`config.mk`:
```
export PLATFORM = sky130hd
export DESIGN_NAME = thrust_velocity_ctrl_flat
export DESIGN_NICKNAME = d
export VERILOG_FILES = /design/src/rtl/thrust_velocity_ctrl_if.sv /design/src/rtl/thrust_velocity_ctrl.sv /design/src/flat_wrapper.sv
export SDC_FILE = /design/constraint.sdc
export NUM_CORES = 1
export LEC_CHECK = 0
export CORE_ASPECT_RATIO = 1.5
export CORE_MARGIN = 5
export CORE_UTILIZATION = 30
export DETAILED_ROUTE_END_ITERATION = 10
export GPL_TIMING_DRIVEN = 0
export PLACE_DENSITY = 0.51
export SYNTH_ARGS = -nofsm -noshare
export SYNTH_HDL_FRONTEND = slang
export SYNTH_SLANG_ARGS = --single-unit
```
`constraint.sdc`:
```
create_clock -name clk -period 3.85 [get_ports clk]
set_clock_uncertainty 0.05 [all_clocks]
set_input_delay 0.77 -clock clk [delete_from_list [all_inputs] [get_ports clk]]
set_output_delay 0.77 -clock clk [all_outputs]
set_load 0.02 [all_outputs]
```
`src/rtl/thrust_velocity_ctrl_if.sv`:
```
// Command / velocity bus of the thrust velocity controller.
//
// Handshake: a command transfers on a rising clk edge where cmd_valid and
// cmd_ready are both 1. cmd_mode, cmd_accel and cmd_steps are sampled
// only on that edge. cmd_ready never depends on cmd_valid. tick and
// cmd_abort are level strobes sampled every edge. vel_valid is a one-cycle
// pulse with no back-pressure; vel is stable between pulses unless a reset
// intervenes.
interface thrust_velocity_ctrl_if #(
  parameter int VW = 16,
  parameter int AW = 8
);
  logic          tick;
  logic          cmd_valid;
  logic          cmd_ready;
  logic [1:0]    cmd_mode;
  logic [AW-1:0] cmd_accel;
  logic [AW-1:0] cmd_steps;
  logic          cmd_abort;
  logic [VW-1:0] vel;
  logic          vel_valid;
  logic          busy;
  logic          sat;
  logic [1:0]    dbg_state;

  modport master (
    output tick, cmd_valid, cmd_mode, cmd_accel, cmd_steps, cmd_abort,
    input  cmd_ready, vel, vel_valid, busy, sat, dbg_state
  );

  modport slave (
    input  tick, cmd_valid, cmd_mode, cmd_accel, cmd_steps, cmd_abort,
    output cmd_ready, vel, vel_valid, busy, sat, dbg_state
  );
endinterface

```
`src/rtl/thrust_velocity_ctrl.sv`:
```
// Thrust velocity controller: integrates a commanded acceleration into a
// signed, saturating axis velocity on each physics tick, or brakes the
// velocity toward zero without crossing it.
module thrust_velocity_ctrl #(
  parameter int VW = 16,
  parameter int AW = 8
) (
  input logic                   clk,
  input logic                   rst,
  thrust_velocity_ctrl_if.slave bus
);

  typedef enum logic [1:0] {
    S_IDLE  = 2'd0,
    S_APPLY = 2'd1,
    S_BRAKE = 2'd2
  } state_t;

  // Saturation limits, at VW+1 bits for comparison and at VW bits for loading.
  localparam logic signed [VW:0] C_MAX   = {2'b00, {(VW-1){1'b1}}};
  localparam logic signed [VW:0] C_MIN   = {2'b11, {(VW-1){1'b0}}};
  localparam logic [VW-1:0]      C_MAX_V = {1'b0, {(VW-1){1'b1}}};
  localparam logic [VW-1:0]      C_MIN_V = {1'b1, {(VW-1){1'b0}}};

  state_t        r_state;
  logic [VW-1:0] r_vel;
  logic          r_vel_valid;
  logic          r_sat;
  logic [1:0]    r_mode;
  logic [AW-1:0] r_accel;
  logic [AW-1:0] r_steps;

  // One extra bit keeps every sum, difference and |vel| exact, including
  // |-2^(VW-1)|, so clamping can be decided after the fact.
  logic signed [VW:0] w_vel_ext;
  logic signed [VW:0] w_accel_ext;
  logic signed [VW:0] w_inc;
  logic signed [VW:0] w_dec;
  logic signed [VW:0] w_apply_full;
  logic signed [VW:0] w_abs;
  logic               w_apply_hi;
  logic               w_apply_lo;
  logic [VW-1:0]      w_apply_vel;
  logic [VW-1:0]      w_brake_vel;
  logic               w_brake_zero;

  assign w_vel_ext    = {r_vel[VW-1], r_vel};
  assign w_accel_ext  = {{(VW+1-AW){1'b0}}, r_accel};
  assign w_inc        = w_vel_ext + w_accel_ext;
  assign w_dec        = w_vel_ext - w_accel_ext;
  assign w_apply_full = (r_mode == 2'b10) ? w_dec : w_inc;
  assign w_apply_hi   = (w_apply_full > C_MAX);
  assign w_apply_lo   = (w_apply_full < C_MIN);
  assign w_apply_vel  = w_apply_hi ? C_MAX_V :
                        w_apply_lo ? C_MIN_V : w_apply_full[VW-1:0];
  assign w_abs        = r_vel[VW-1] ? -w_vel_ext : w_vel_ext;
  // Step toward zero; only used when |vel| > accel, so no sign crossing.
  assign w_brake_vel  = r_vel[VW-1] ? w_inc[VW-1:0] : w_dec[VW-1:0];
  assign w_brake_zero = (r_accel == '0) || (w_abs <= w_accel_ext);

  assign bus.cmd_ready = (r_state == S_IDLE) && !rst;
  assign bus.busy      = (r_state != S_IDLE);
  assign bus.vel       = r_vel;
  assign bus.vel_valid = r_vel_valid;
  assign bus.sat       = r_sat;
  assign bus.dbg_state = r_state;

  // Control FSM with velocity, step counter and flags; reset wins over all.
  always_ff @(posedge clk) begin
    if (rst) begin
      r_state     <= S_IDLE;
      r_vel       <= '0;
      r_vel_valid <= 1'b0;
      r_sat       <= 1'b0;
      r_mode      <= 2'b00;
      r_accel     <= '0;
      r_steps     <= '0;
    end else begin
      // Every tick yields a fresh sample, whatever the state does with it.
      r_vel_valid <= bus.tick;
      unique case (r_state)
        S_IDLE: begin
          // Abort is meaningless here, and a tick never applies the
          // command accepted in the same cycle.
          if (bus.cmd_valid) begin
            r_sat   <= 1'b0;
            r_mode  <= bus.cmd_mode;
            r_accel <= bus.cmd_accel;
            r_steps <= bus.cmd_steps;
            case (bus.cmd_mode)
              2'b01, 2'b10: if (bus.cmd_steps != '0) r_state <= S_APPLY;
              2'b11:        r_state <= S_BRAKE;
              default:      r_state <= S_IDLE;
            endcase
          end
        end
        S_APPLY: begin
          if (bus.cmd_abort) begin
            r_state <= S_IDLE;
          end else if (bus.tick) begin
            r_vel   <= w_apply_vel;
            r_steps <= r_steps - AW'(1);
            if (w_apply_hi || w_apply_lo) r_sat <= 1'b1;
            if (r_steps == AW'(1)) r_state <= S_IDLE;
          end
        end
        S_BRAKE: begin
          if (bus.cmd_abort) begin
            r_state <= S_IDLE;
          end else if (bus.tick) begin
            if (w_brake_zero) begin
              r_vel   <= '0;
              r_state <= S_IDLE;
            end else begin
              r_vel <= w_brake_vel;
            end
          end
        end
        default: r_state <= S_IDLE;
      endcase
    end
  end

endmodule

```
`src/flat_wrapper.sv`:
```
// flat-port wrapper written by rule: the top's interface ports become plain ports
module thrust_velocity_ctrl_flat 
#(
  parameter int VW = 16,
  parameter int AW = 8
)
  (clk, rst, bus_tick, bus_cmd_valid, bus_cmd_mode, bus_cmd_accel, bus_cmd_steps, bus_cmd_abort, bus_cmd_ready, bus_vel, bus_vel_valid, bus_busy, bus_sat, bus_dbg_state);
  thrust_velocity_ctrl_if #(.VW(VW), .AW(AW)) bus_i ();
  input logic clk;
  input logic rst;
  input wire logic [$bits(bus_i.tick)-1:0] bus_tick;
  input wire logic [$bits(bus_i.cmd_valid)-1:0] bus_cmd_valid;
  input wire logic [$bits(bus_i.cmd_mode)-1:0] bus_cmd_mode;
  input wire logic [$bits(bus_i.cmd_accel)-1:0] bus_cmd_accel;
  input wire logic [$bits(bus_i.cmd_steps)-1:0] bus_cmd_steps;
  input wire logic [$bits(bus_i.cmd_abort)-1:0] bus_cmd_abort;
  output wire logic [$bits(bus_i.cmd_ready)-1:0] bus_cmd_ready;
  output wire logic [$bits(bus_i.vel)-1:0] bus_vel;
  output wire logic [$bits(bus_i.vel_valid)-1:0] bus_vel_valid;
  output wire logic [$bits(bus_i.busy)-1:0] bus_busy;
  output wire logic [$bits(bus_i.sat)-1:0] bus_sat;
  output wire logic [$bits(bus_i.dbg_state)-1:0] bus_dbg_state;
  assign bus_i.tick = bus_tick;
  assign bus_i.cmd_valid = bus_cmd_valid;
  assign bus_i.cmd_mode = bus_cmd_mode;
  assign bus_i.cmd_accel = bus_cmd_accel;
  assign bus_i.cmd_steps = bus_cmd_steps;
  assign bus_i.cmd_abort = bus_cmd_abort;
  assign bus_cmd_ready = bus_i.cmd_ready;
  assign bus_vel = bus_i.vel;
  assign bus_vel_valid = bus_i.vel_valid;
  assign bus_busy = bus_i.busy;
  assign bus_sat = bus_i.sat;
  assign bus_dbg_state = bus_i.dbg_state;
  thrust_velocity_ctrl #(.VW(VW), .AW(AW)) u_core (.clk(clk), .rst(rst), .bus(bus_i));
endmodule
```
# == After elaboration in Yosys (flattened, before gate mapping) ==
# Index checks and enable logic that the tools add are counted.
# word_totals
regBits,38
out_inout_bits,22
# classes
n_addsub,4
n_lt_le_gt_ge,3
n_eq_ne,18
n_mux,30
n_reduce_logical,16
# op_table
op,count
$mux 16,8
$mux 17,2
$pmux 16 s2,1
$mux 8,3
$add 16x9->17,1
$gt 17x16->1 const B,1
$le 17x9->1,1
$lt 17x16->1 const B,1
$neg 16->17,1
$sub 16x9->17,1
$mux 2,8
$pmux 8 s2,1
$ne 2x2->1 const B,5
$reduce_and 5->1,2
$ne 3x3->1 const B,3
$eq 2x2->1 const B,4
$eq 8x1->1 const B,1
$logic_not 8->1,1
$reduce_bool 8->1,1
$sub 8x1->8 const B,1
$ne 3x2->1 const B,2
$pmux 2 s3,1
$reduce_and 6->1,1
$reduce_bool 2->1,3
other kinds (12),17

# == Longest topological paths before layout ==
# logic_depth
word_depth,8
mapped_depth,14
mapped_depth_nobuf,14

# == Worst setup path before layout ==
# OpenSTA, ideal clock, no wires.
# synth_path
kind,reg-to-reg
from,"register u_core.r_vel[15], in the netlist u_core.bus.vel[15]"
to,"register u_core.r_state[0], in the netlist u_core.bus.dbg_state[0]"
arrival_time_ns,3.420
t_required_ns,3.672
slack_ns,0.253
stages_incl_launch_ff,14
path_buffers,3
synth_period_minus_slack_ns,3.597
path_cell_list,dfxtp_1 clkbuf_1 clkbuf_1 clkbuf_1 nand2b_1 xnor2_1 ha_1 a21oi_1 a21oi_1 o41ai_1 a31oi_1 a221oi_2 mux2i_1 nor2_1
# synth_between
elab_chain_len,6
# synth_rtl
item,line,rtl
from (decl),thrust_velocity_ctrl.sv:26,logic [VW-1:0] r_vel;
from (signal assigned),thrust_velocity_ctrl.sv:101,r_vel <= w_apply_vel;
from (signal assigned),thrust_velocity_ctrl.sv:115,r_vel <= w_brake_vel;
$neg 16->17,thrust_velocity_ctrl.sv:56,assign w_abs = r_vel[VW-1] ? -w_vel_ext : w_vel_ext;
$mux 17 *,thrust_velocity_ctrl.sv:56,
$le 17x9->1 *,thrust_velocity_ctrl.sv:59,assign w_brake_zero = (r_accel == '0) || (w_abs <= w_accel_ext);
$logic_or 1x1->1 *,thrust_velocity_ctrl.sv:59,
$ne 3x2->1 (no line) *,--,
$reduce_and 6->1 (no line) *,--,
to (signal assigned),thrust_velocity_ctrl.sv:71,r_state <= S_IDLE;
to (signal assigned),thrust_velocity_ctrl.sv:91,"2'b01, 2'b10: if (bus.cmd_steps != '0) r_state <= S_APPLY;"
to (signal assigned),thrust_velocity_ctrl.sv:92,2'b11: r_state <= S_BRAKE;
to (decl),thrust_velocity_ctrl.sv:25,state_t r_state;
# Every way passes the cells marked *; elsewhere a longest branch is shown, timed or not.
# A chain may end at the register's enable or synchronous reset.

# == Final worst setup path ==
# layout_path
from,register u_core.r_accel[6]
to,"register u_core.r_vel[13], in the netlist u_core.bus.vel[13]"
# layout_between
elab_chain_len,8
word_cells_on_any_way,17
classes_between,add/sub: 2; order compare: 3; mux: 10; reduce/logical: 2
# layout_rtl
item,line,rtl
from (decl),thrust_velocity_ctrl.sv:30,logic [AW-1:0] r_accel;
from (signal assigned),thrust_velocity_ctrl.sv:88,r_accel <= bus.cmd_accel;
$add 16x9->17 or $sub 16x9->17 (tied branches),"thrust_velocity_ctrl.sv:49, thrust_velocity_ctrl.sv:50",
$mux 17,thrust_velocity_ctrl.sv:51,assign w_apply_full = (r_mode == 2'b10) ? w_dec : w_inc;
$lt 17x16->1,thrust_velocity_ctrl.sv:53,assign w_apply_lo = (w_apply_full < C_MIN);
$mux 16,thrust_velocity_ctrl.sv:55,w_apply_lo ? C_MIN_V : w_apply_full[VW-1:0];
$mux 16,thrust_velocity_ctrl.sv:54,assign w_apply_vel = w_apply_hi ? C_MAX_V :
$mux 16,thrust_velocity_ctrl.sv:100,end else if (bus.tick) begin
$mux 16,thrust_velocity_ctrl.sv:98,if (bus.cmd_abort) begin
$pmux 16 s2 *,thrust_velocity_ctrl.sv:81,unique case (r_state)
# Every way passes the cells marked *; elsewhere a longest branch is shown, timed or not. The select of a mux whose other input is x is not followed.

==> metrics.md <==
| Metric | Value |
|---|---|
| Result of the run | finished clean |
| CTS buffer count | 5 |
| Fraction of layout instances using a drive strength above 1 | ~6.8% |
| Number of distinct standard cells referenced by the synthesized netlist | just under 70 |
| Worst-Skew Late Latency | approximately 0.29 ns |
| Ports | 45 |
| Beginning of the critical path | u_core.r_accel[6] |
| Standby leakage power | between 0.0015 and 0.002 µW |
| Met2 track demand over resource in global routing | about 33% |
| Number of pins exceeding their max-slew limit in the final report | 0 |
| Number of detailed-route iterations in the first pass | 5 |
| Worst r2r src | u_core.r_accel[6] |
| Post-route DRC | 0 |
| Number of hold violations in the final report | 0 |
| Unrepaired setup endpoints after global routing | false |
| Worst reg2reg path depth | 12 |
| Number of levels in the clock H-tree | 2 |
| Vias per cell | ~5.6 |
| RD Place Congestion | around 0.93 |
| Buffer type at the clock tree root | sky130_fd_sc_hd__clkbuf_16 |
| Buffers plus inverters on the worst setup path | 3 |
| Critical R2R Capture | u_core.bus.vel[13] |
| Initial cell density of the core | a little under a third |
| Diodes inserted | 0 |
| Number of gates on the worst path with buffers counted | 12 |
| Post-synthesis async set-or-reset flop share | 0% |
| Highest net fanout along the worst path | 10 |
| Type of the worst min-delay path | flip-flop to flip-flop |
| Critical path's largest stage delay | between 0.4 and 0.5 ns |
| Sequential share of the synthesized area | 20.1% |
| Core Area | about 0.012 mm² |
| Number of antenna violations at the first check in global routing | 0 |
| Post-DP HPWL | around 10000 µm |
| Synth warnings | 0 |
| Net count after synthesis | around 560 |
| GR Util met1 | approximately 19% |
| Data arrival, critical path | between 3 and 4 ns |
| Number of maximum-capacitance constraint violations | 0 |
| Count of vias placed by the detailed router | 4007 |
| Endpoint class of the critical path | flip-flop |
| Most used cells in the layout excluding fill and tap cells | 55 x sky130_fd_sc_hd__a21oi_1, 50 x sky130_fd_sc_hd__nand2_1, 44 x sky130_fd_sc_hd__clkdlybuf4s50_1, 43 x sky130_fd_sc_hd__nor2_1, 38 x sky130_fd_sc_hd__dfxtp_1 |
| Required time worst endpoint | a little under 4 ns |
| Fraction of the mapped netlist area in simple logic gates | about a quarter |
| PortBufs | between 40 and 50 |
| Overall overflow remaining after global route | 0 |
| Post-Synth Adder-Cell Area | around 10% |
| P per Cell Area | around 340 mW/mm² |
| Dominant combinational cell family by area after synthesis | compound AO/OA/AOI/OAI gates |
| Die Wd | 102 µm |
| Worst-case clock buffer depth | 2 |
| Share of cell area taken by muxes after synthesis | between 3 and 4% |
| Part of the cycle the worst path needs | between 90 and 100% |
| Clock-pin transition on the worst setup and hold timing paths | about 0.060 ns |
| Cell Rows | 50 |
| Total Negative Setup Slacks | 0 ns |
| Crit path max-delay family | compound AO/OA/AOI/OAI gates |
| Final hold slack | about 0.40 ns |
| Seq cells post-synth | 38 |
| Peak VDD IR | ~0.21 mV |
| DR WL/cell | roughly 18 µm |
| Wire length of the first global-routing pass | ~21000 µm |
| Cells along the critical path | inv_1 > ha_1 > clkbuf_1 > or2_2 > nor4_1 > o21ai_0 > nand2_1 > a31oi_2 > mux2i_4 > buf_6 > a21oi_2 > a211o_1 |
| Number of flops mapped to enable cells by yosys | 0 |
| WS Path Type | flip-flop to flip-flop |
| Slack of the worst reg-to-reg path | ~0.19 ns |
| Post-layout minimum cycle time | 3.66 ns |
| Antenna-violating nets left | 0 |
| CTS tree | built |
| Final standard cell utilization of the core | ~37% |
| Area growth from synthesis to layout | 22.3% |
| Compound-cell area share of the yosys netlist | between 20 and 30% |
| Die height | ~150 µm |
| Critical path launch point type | flip-flop |
| Synthesized area divided by synthesized cell count | between 7 and 8 µm² |
| Post-synthesis share of cell area spent on xor and xnor gates | 6.26% |
| Clock Sinks | 38 |
| Most common cell after layout, fill and taps aside | sky130_fd_sc_hd__a21oi_1 |
| Via count of the first global-routing pass | 4139 |
| Flip-flop cell with the highest count after synthesis | sky130_fd_sc_hd__dfxtp_1 |
| Total standard cell area after synthesis | roughly 0.0038 mm² |
| Worst Setup EP | u_core.bus.vel[13] |
| Standard cell with the maximum stage delay on the critical path | sky130_fd_sc_hd__mux2i_4 |
| Post-CTS setup-driven buffer insertion count | 0 |
| Violation count after the first detailed-route iteration | roughly 290 |
| Final wirelength | around 13000 µm |
| Count of nets after finishing | just over 600 |
| Die area | between 0.01 and 0.015 mm² |
| Achievable clock frequency | approximately 270 MHz |
| Gate count after technology mapping | a little over 500 |
| Pin count of the biggest net entering global routing | 20 |
| Total of endpoints with negative setup slack in the final report | 0 |
| Worst-margin pin slew | about 0.94 ns |
| Total GRT Usage | between 10% and 20% |
| Tightest slew margin relative to the limit | between 30% and 40% |
| Most congested layer reported by global routing | met2 |
| Met3 Track Usage GR | between 2 and 3% |
==> metal layers <==
layer / part of all wire, % / vias up
li1: - / 1961
met1: 40 / 1884
met2: 52 / 121
met3: 3.5 / 41
met4: 4.4 / 0
met5: 0 / -
==> cells in the mapped netlist (5+ instances only) <==
master / count / area share (%)
sky130_fd_sc_hd__nor3_1: 16 / 2.1
sky130_fd_sc_hd__inv_1: 22 / 2.2
sky130_fd_sc_hd__o21ai_0: 23 / 3.0
sky130_fd_sc_hd__nand4_1: 8 / 1.3
sky130_fd_sc_hd__nand2_1: 50 / 5.0
sky130_fd_sc_hd__clkbuf_1: 22 / 2.2
sky130_fd_sc_hd__xor2_1: 9 / 2.1
sky130_fd_sc_hd__a211oi_1: 8 / 1.6
sky130_fd_sc_hd__nor2_1: 43 / 4.3
sky130_fd_sc_hd__dfxtp_1: 38 / 20
sky130_fd_sc_hd__nand3_1: 17 / 2.3
sky130_fd_sc_hd__nor4_1: 8 / 1.3
sky130_fd_sc_hd__a21o_1: 12 / 2.4
sky130_fd_sc_hd__a211o_1: 9 / 2.1
sky130_fd_sc_hd__nand2b_1: 5 / 0.83
sky130_fd_sc_hd__nor2b_1: 14 / 2.3
sky130_fd_sc_hd__a31oi_1: 11 / 1.8
sky130_fd_sc_hd__ha_1: 27 / 8.9
sky130_fd_sc_hd__xnor2_1: 18 / 4.2
sky130_fd_sc_hd__mux2i_1: 9 / 2.4
sky130_fd_sc_hd__a21oi_1: 55 / 7.3
==> area by class of cell <==
cell class / instances / area [µm²]
buffer: 27 / 129
inverter: 23 / 86.3
clock buffer: 6 / 139
fill: 1305 / 7830
tap: 156 / 195
timing repair buffer: 44 / 440
clock inverter: 2 / 60.1
multi-input combinational: 420 / 2810
sequential: 38 / 761
==> flip-flops by register name, indices dropped and copies added, names as in the netlist <==
signal	flops
u_core.bus.vel	16
u_core.r_accel	8
u_core.r_steps	8
u_core.bus.dbg_state	2
u_core.r_mode	2
u_core.bus.sat	1
u_core.bus.vel_valid	1
==> where the power goes <==
group / internal (µW) / total (µW) / switching [µW]
clock network: 390 / 576 / 186
logic: 227 / 554 / 327
registers: 419 / 451 / 31.5
==> stage by stage <==
stage,cells,power (µW),setup WS (ns),cell area [µm²]
final,716,1580,0.188,4620
after floorplan,511,840,0.253,3780
after global routing,716,1680,0.00102,4620
after CTS,718,1590,0.0582,4620
after detailed placement,711,1000,-0.918,4420
after global placement,711,997,-0.927,4420
==> worst min-delay path by stage <==
| stage | startpoint | end | depth (start not counted) |
|---|---|---|---|
| global placement | u_core.r_mode[0] | u_core.r_mode[0] | 2 |
| CTS | u_core.r_mode[0] | u_core.r_mode[0] | 2 |
| detailed placement | u_core.r_mode[0] | u_core.r_mode[0] | 2 |
| global route | u_core.r_mode[0] | u_core.r_mode[0] | 2 |
| floorplan | u_core.r_mode[0] | u_core.r_mode[0] | 2 |
| finish | u_core.r_mode[0] | u_core.r_mode[0] | 2 |
==> cell families after synthesis <==
logic type / count (synthesis)
flops: 38
buf+inv: 53
xor+xnor: 27
simple gates: 187
fa+ha+maj: 29
mux: 12
compound gates: 165
==> worst reg2reg max path, cell delays in order (launching register included) <==
cell and delay [ns]:
sky130_fd_sc_hd__dfxtp_1 0.44, sky130_fd_sc_hd__inv_1 0.10, sky130_fd_sc_hd__ha_1 0.28, sky130_fd_sc_hd__clkbuf_1 0.35
sky130_fd_sc_hd__or2_2 0.24, sky130_fd_sc_hd__nor4_1 0.05, sky130_fd_sc_hd__o21ai_0 0.28, sky130_fd_sc_hd__nand2_1 0.27
sky130_fd_sc_hd__a31oi_2 0.45, sky130_fd_sc_hd__mux2i_4 0.47, sky130_fd_sc_hd__buf_6 0.23, sky130_fd_sc_hd__a21oi_2 0.07
sky130_fd_sc_hd__a211o_1 0.27
==> what timing repair did <==
action	4_1_cts	5_1_grt
gates resized for setup	3	5
endpoints found under the hold margin	0	0
hold buffers	0	0
setup endpoints to repair	18	12
pin swaps	0	0
No activity file was read; power rests on OpenSTA's default activity.
==> RTL edit 1 (same settings) <==
Make the reset (`rst`) asynchronous in one clocked block.
--- a/src/rtl/thrust_velocity_ctrl.sv
+++ b/src/rtl/thrust_velocity_ctrl.sv
@@ -66,7 +66,7 @@
   assign bus.dbg_state = r_state;
 
   // Control FSM with velocity, step counter and flags; reset wins over all.
-  always_ff @(posedge clk) begin
+  always_ff @(posedge clk or posedge rst) begin
     if (rst) begin
       r_state     <= S_IDLE;
       r_vel       <= '0;
Behaviour: differs if rst is asserted again (counterexample within 4 cycles, from zero or initial values and one cycle with rst high); with rst held inactive, the same outputs for 4 cycles.
==> RTL edit 1 against the original RTL <==
- critical endpoint is now u_core.bus.vel[9]$_DFFE_PP0P_
- sequential cell count unchanged
- cell area up 3.4%
- critical path depth increased by 3
- setup slack got worse by 0.065 ns
- area after synthesis grew 1.7%
- sequential share of layout area rose by 3.5 points
- wire length is 5.3% higher
- core utilization is 1.1 points higher
- synthesized cell count shrank 1.4%
- cell count up 0.42%
Power is not compared: it rests on default switching activity, and its combinational part moved more than twofold at a synthesized area within 25%.
==> RTL edit 1: results (changes against the original RTL) <==
vias per inst: 5.68 (was 5.60)
Final GP Congestion: 0.915 (was 0.932)
CP max stage cell: o41a_1 (was mux2i_4)
synthesized-area fraction occupied by adder cells: 9.83% (was 10.0%)
Post-synth top cells: o21ai_0 (55), nor2_1 (47), nand2_1 (42), dfrtp_1 (38), a21oi_1 (34) (was a21oi_1 (55), nand2_1 (50), nor2_1 (43), dfxtp_1 (38), ha_1 (27))
Wirelength per Cell: 18.9 µm (was 18.0 µm)
cell count after synthesis: 504 (was 511)
Hold Slack: 0.464 ns (was 0.401 ns)
worst reg-to-reg setup slack: 0.12 ns (was 0.19 ns)
layout cell share with drive strength beyond 1: 8.70% (was 6.79%)
syn_nets: 556 (was 563)
Hold Path Origin: u_core.bus.sat$_DFFE_PP0P_ (was u_core.r_mode[0]$_SDFFE_PP0P_)
synth top area cells: dfrtp_1 (25%), ha_1 (8.8%), o21ai_0 (7.2%), nor2_1 (4.6%), a21oi_1 (4.4%) (was dfxtp_1 (20%), ha_1 (8.9%), a21oi_1 (7.3%), nand2_1 (5.0%), nor2_1 (4.3%))
R2R cell count: 15 (was 12)
DP HPWL: 10400 µm (was 10200 µm)
share of flip-flops with an asynchronous set or reset: 100% (was 0%)
1st-iter DRT viols: 211 (was 286)
reg2reg start: u_core.bus.vel[0]$_DFFE_PP0P_ (was u_core.r_accel[6]$_SDFFE_PP0P_)
Tot GR Track Use: 17.7% (was 17.8%)
vias in the first global route: 4104 (was 4139)
dpl ws: -0.517 ns (was -0.918 ns)
first-pass GRT wire length: 21000 µm (was 21200 µm)
post-synthesis sequential area ratio: 24.7% (was 20.1%)
max reg flops: 16 (unchanged)
# fillers: 1338 (was 1305)
Least-Margin Pin Slew: 0.700 ns (was 0.940 ns)
Setup crit end: u_core.bus.vel[9]$_DFFE_PP0P_ (was u_core.bus.vel[13]$_SDFFE_PP0P_)
Max Clk Rate: 0.268 GHz (was 0.273 GHz)
compound-gate portion of the synthesized area: 27.0% (was 28.7%)
Util after Layout: 38.2% (was 37.1%)
routed wire length: 13600 µm (was 12900 µm)
CP max FO: 8 (was 10)
Worst Hold Endpoint: u_core.bus.sat$_DFFE_PP0P_ (was u_core.r_mode[0]$_SDFFE_PP0P_)
XOR/XNOR share of the synthesized area: 5.92% (was 6.26%)
mux share of post-synthesis cell area: 2.21% (was 3.57%)
outcome: finished, final reports clean (unchanged)
Placed Instances: 705 (was 711)
crit path DAT: 3.82 ns (was 3.79 ns)
Area after DPL: 0.00450 mm² (was 0.00442 mm²)
[RTL edit 1: cell count changes after synthesis, sizes merged, moves of 9 or more]
cell | unedited run | this run
or3 | 0 | 10
o21ai | 24 | 58
nand3 | 17 | 28
a21oi | 59 | 34
dfxtp | 38 | 0
a211o | 9 | 0
dfrtp | 0 | 38
[RTL edit 1: routing by layer]
metal  global-route usage [%]  routed length, µm  share of wire, %
met5                        0                  0                 0
met4                     7.75                539               4.0
met3                     2.06                471               3.5
met2                     32.1               7160                53
met1                     20.3               5400                40
[RTL edit 1: final cells by class]
type,count,share of cell area [%]
multi-input cells,413,57.2
flip-flops and latches,38,19.9
repair buffers,52,10.7
well taps,156,4.08
plain buffers,29,2.90
clock buffers,7,2.77
inverters,23,1.81
clock inverters,1,0.628
[RTL edit 1: repair_timing]
item,4_1_cts,5_1_grt
setup endpoints to repair,17,16
resized for setup,7,19
setup buffers,2,4
hold endpoints to repair,0,0
cloned,0,1
pin swaps,3,5
==> RTL edit 2 (same settings) <==
Without the edit above. `VW` is set to 16 in 3 places; all go to 8.
--- a/src/rtl/thrust_velocity_ctrl_if.sv
+++ b/src/rtl/thrust_velocity_ctrl_if.sv
@@ -7,7 +7,7 @@
 // pulse with no back-pressure; vel is stable between pulses unless a reset
 // intervenes.
 interface thrust_velocity_ctrl_if #(
-  parameter int VW = 16,
+  parameter int VW = 8,
   parameter int AW = 8
 );
   logic          tick;
--- a/src/rtl/thrust_velocity_ctrl.sv
+++ b/src/rtl/thrust_velocity_ctrl.sv
@@ -2,7 +2,7 @@
 // signed, saturating axis velocity on each physics tick, or brakes the
 // velocity toward zero without crossing it.
 module thrust_velocity_ctrl #(
-  parameter int VW = 16,
+  parameter int VW = 8,
   parameter int AW = 8
 ) (
   input logic                   clk,
--- a/src/flat_wrapper.sv
+++ b/src/flat_wrapper.sv
@@ -1,7 +1,7 @@
 // flat-port wrapper written by rule: the top's interface ports become plain ports
 module thrust_velocity_ctrl_flat 
 #(
-  parameter int VW = 16,
+  parameter int VW = 8,
   parameter int AW = 8
 )
   (clk, rst, bus_tick, bus_cmd_valid, bus_cmd_mode, bus_cmd_accel, bus_cmd_steps, bus_cmd_abort, bus_cmd_ready, bus_vel, bus_vel_valid, bus_busy, bus_sat, bus_dbg_state);
Ports: changed (resized bus_vel); port bits go from 45 to 37. The function was not compared with the original's and may differ.
==> RTL edit 2 against the original RTL <==
- sequential cell count is 8 lower
- largest cell class unchanged
- non-clock buffer count shrank 16
- setup slack improved by 0.22 ns
- sequential power fell by 18%
- highest routed layer unchanged
- largest power group unchanged
- total power down 20%
- wire length down 37%
- fmax rose by 6.5%
- area after synthesis decreased by 28%
- first-iteration DRC count down 81%
- cell area fell by 26%
==> RTL edit 2: results (changes against the original RTL) <==
reg2reg end: u_core.bus.vel[6]$_SDFFE_PP0P_ (was u_core.bus.vel[13]$_SDFFE_PP0P_)
Peak VDD IR: 0.000297 V (was 0.000208 V)
Final GP Congestion: 0.835 (was 0.932)
Placed Instances: 501 (was 711)
Clk network pwr share: 35.8% (was 36.4%)
syn_nets: 408 (was 563)
synth unique cells: 59 (was 69)
static leakage: 1.32 nW (was 1.86 nW)
register share of total power: 29.2% (was 28.5%)
worst reg-to-reg setup slack: 0.41 ns (was 0.19 ns)
Hold Slack: 0.399 ns (was 0.401 ns)
R2R cell count: 13 (was 12)
crit-path leading delay family: buffers and inverters (was compound AO/OA/AOI/OAI gates)
first-pass GRT wire length: 13500 µm (was 21200 µm)
Hold Path Origin: u_core.r_mode[1]$_SDFFE_PP0P_ (was u_core.r_mode[0]$_SDFFE_PP0P_)
post-synthesis sequential area ratio: 21.9% (was 20.1%)
fin cells: 508 (was 716)
DR pass1 iterations: 4 (was 5)
dpl ws: 0.436 ns (was -0.918 ns)
outcome: finished, final reports clean (unchanged)
largest net degree at the start of global routing: 11 (was 20)
switching share of power: 32.4% (was 34.4%)
Least-Margin Pin Slew: 0.658 ns (was 0.940 ns)
net count reported at finish: 451 (was 611)
1st-iter DRT viols: 54 (was 286)
Post-Syn Area per Cell: 7.71 µm² (was 7.40 µm²)
Post-synth top cells: nand2_1 (43), a21oi_1 (33), nor2_1 (33), dfxtp_1 (30), ha_1 (28) (was a21oi_1 (55), nand2_1 (50), nor2_1 (43), dfxtp_1 (38), ha_1 (27))
-- RTL edit 2: layer usage --
layer,GRT usage [%],up-vias,share of wire (%),wire length [µm]
li1,-,1340,-,-
met1,16.2,1244,39,3210
met2,29.4,52,55,4520
met3,2.32,9,3.1,254
met4,5.42,0,2.0,161
met5,0,-,0,0
-- RTL edit 2: kinds of logic (layout without fill, tap and decap cells) --
| logic type | after synthesis | count (layout) | share of synthesized area, % |
|---|---|---|---|
| compound gates | 104 | 104 | 25.7 |
| xor+xnor | 19 | 19 | 6.63 |
| fa+ha+maj | 31 | 31 | 14.6 |
| buf+inv | 38 | 81 | 6.08 |
| flops | 30 | 30 | 21.9 |
| mux | 7 | 7 | 3.06 |
| simple gates | 126 | 126 | 22.0 |
-- RTL edit 2: cell type report --
class                      instances  area [µm²]
tap                              110         138
buffer                            19        95.1
clock buffer                       6         139
multi-input combinational        287        1970
clock inverter                     1        30.0
fill                             985        5480
timing repair buffer              36         360
sequential                        30         601
inverter                          19        71.3
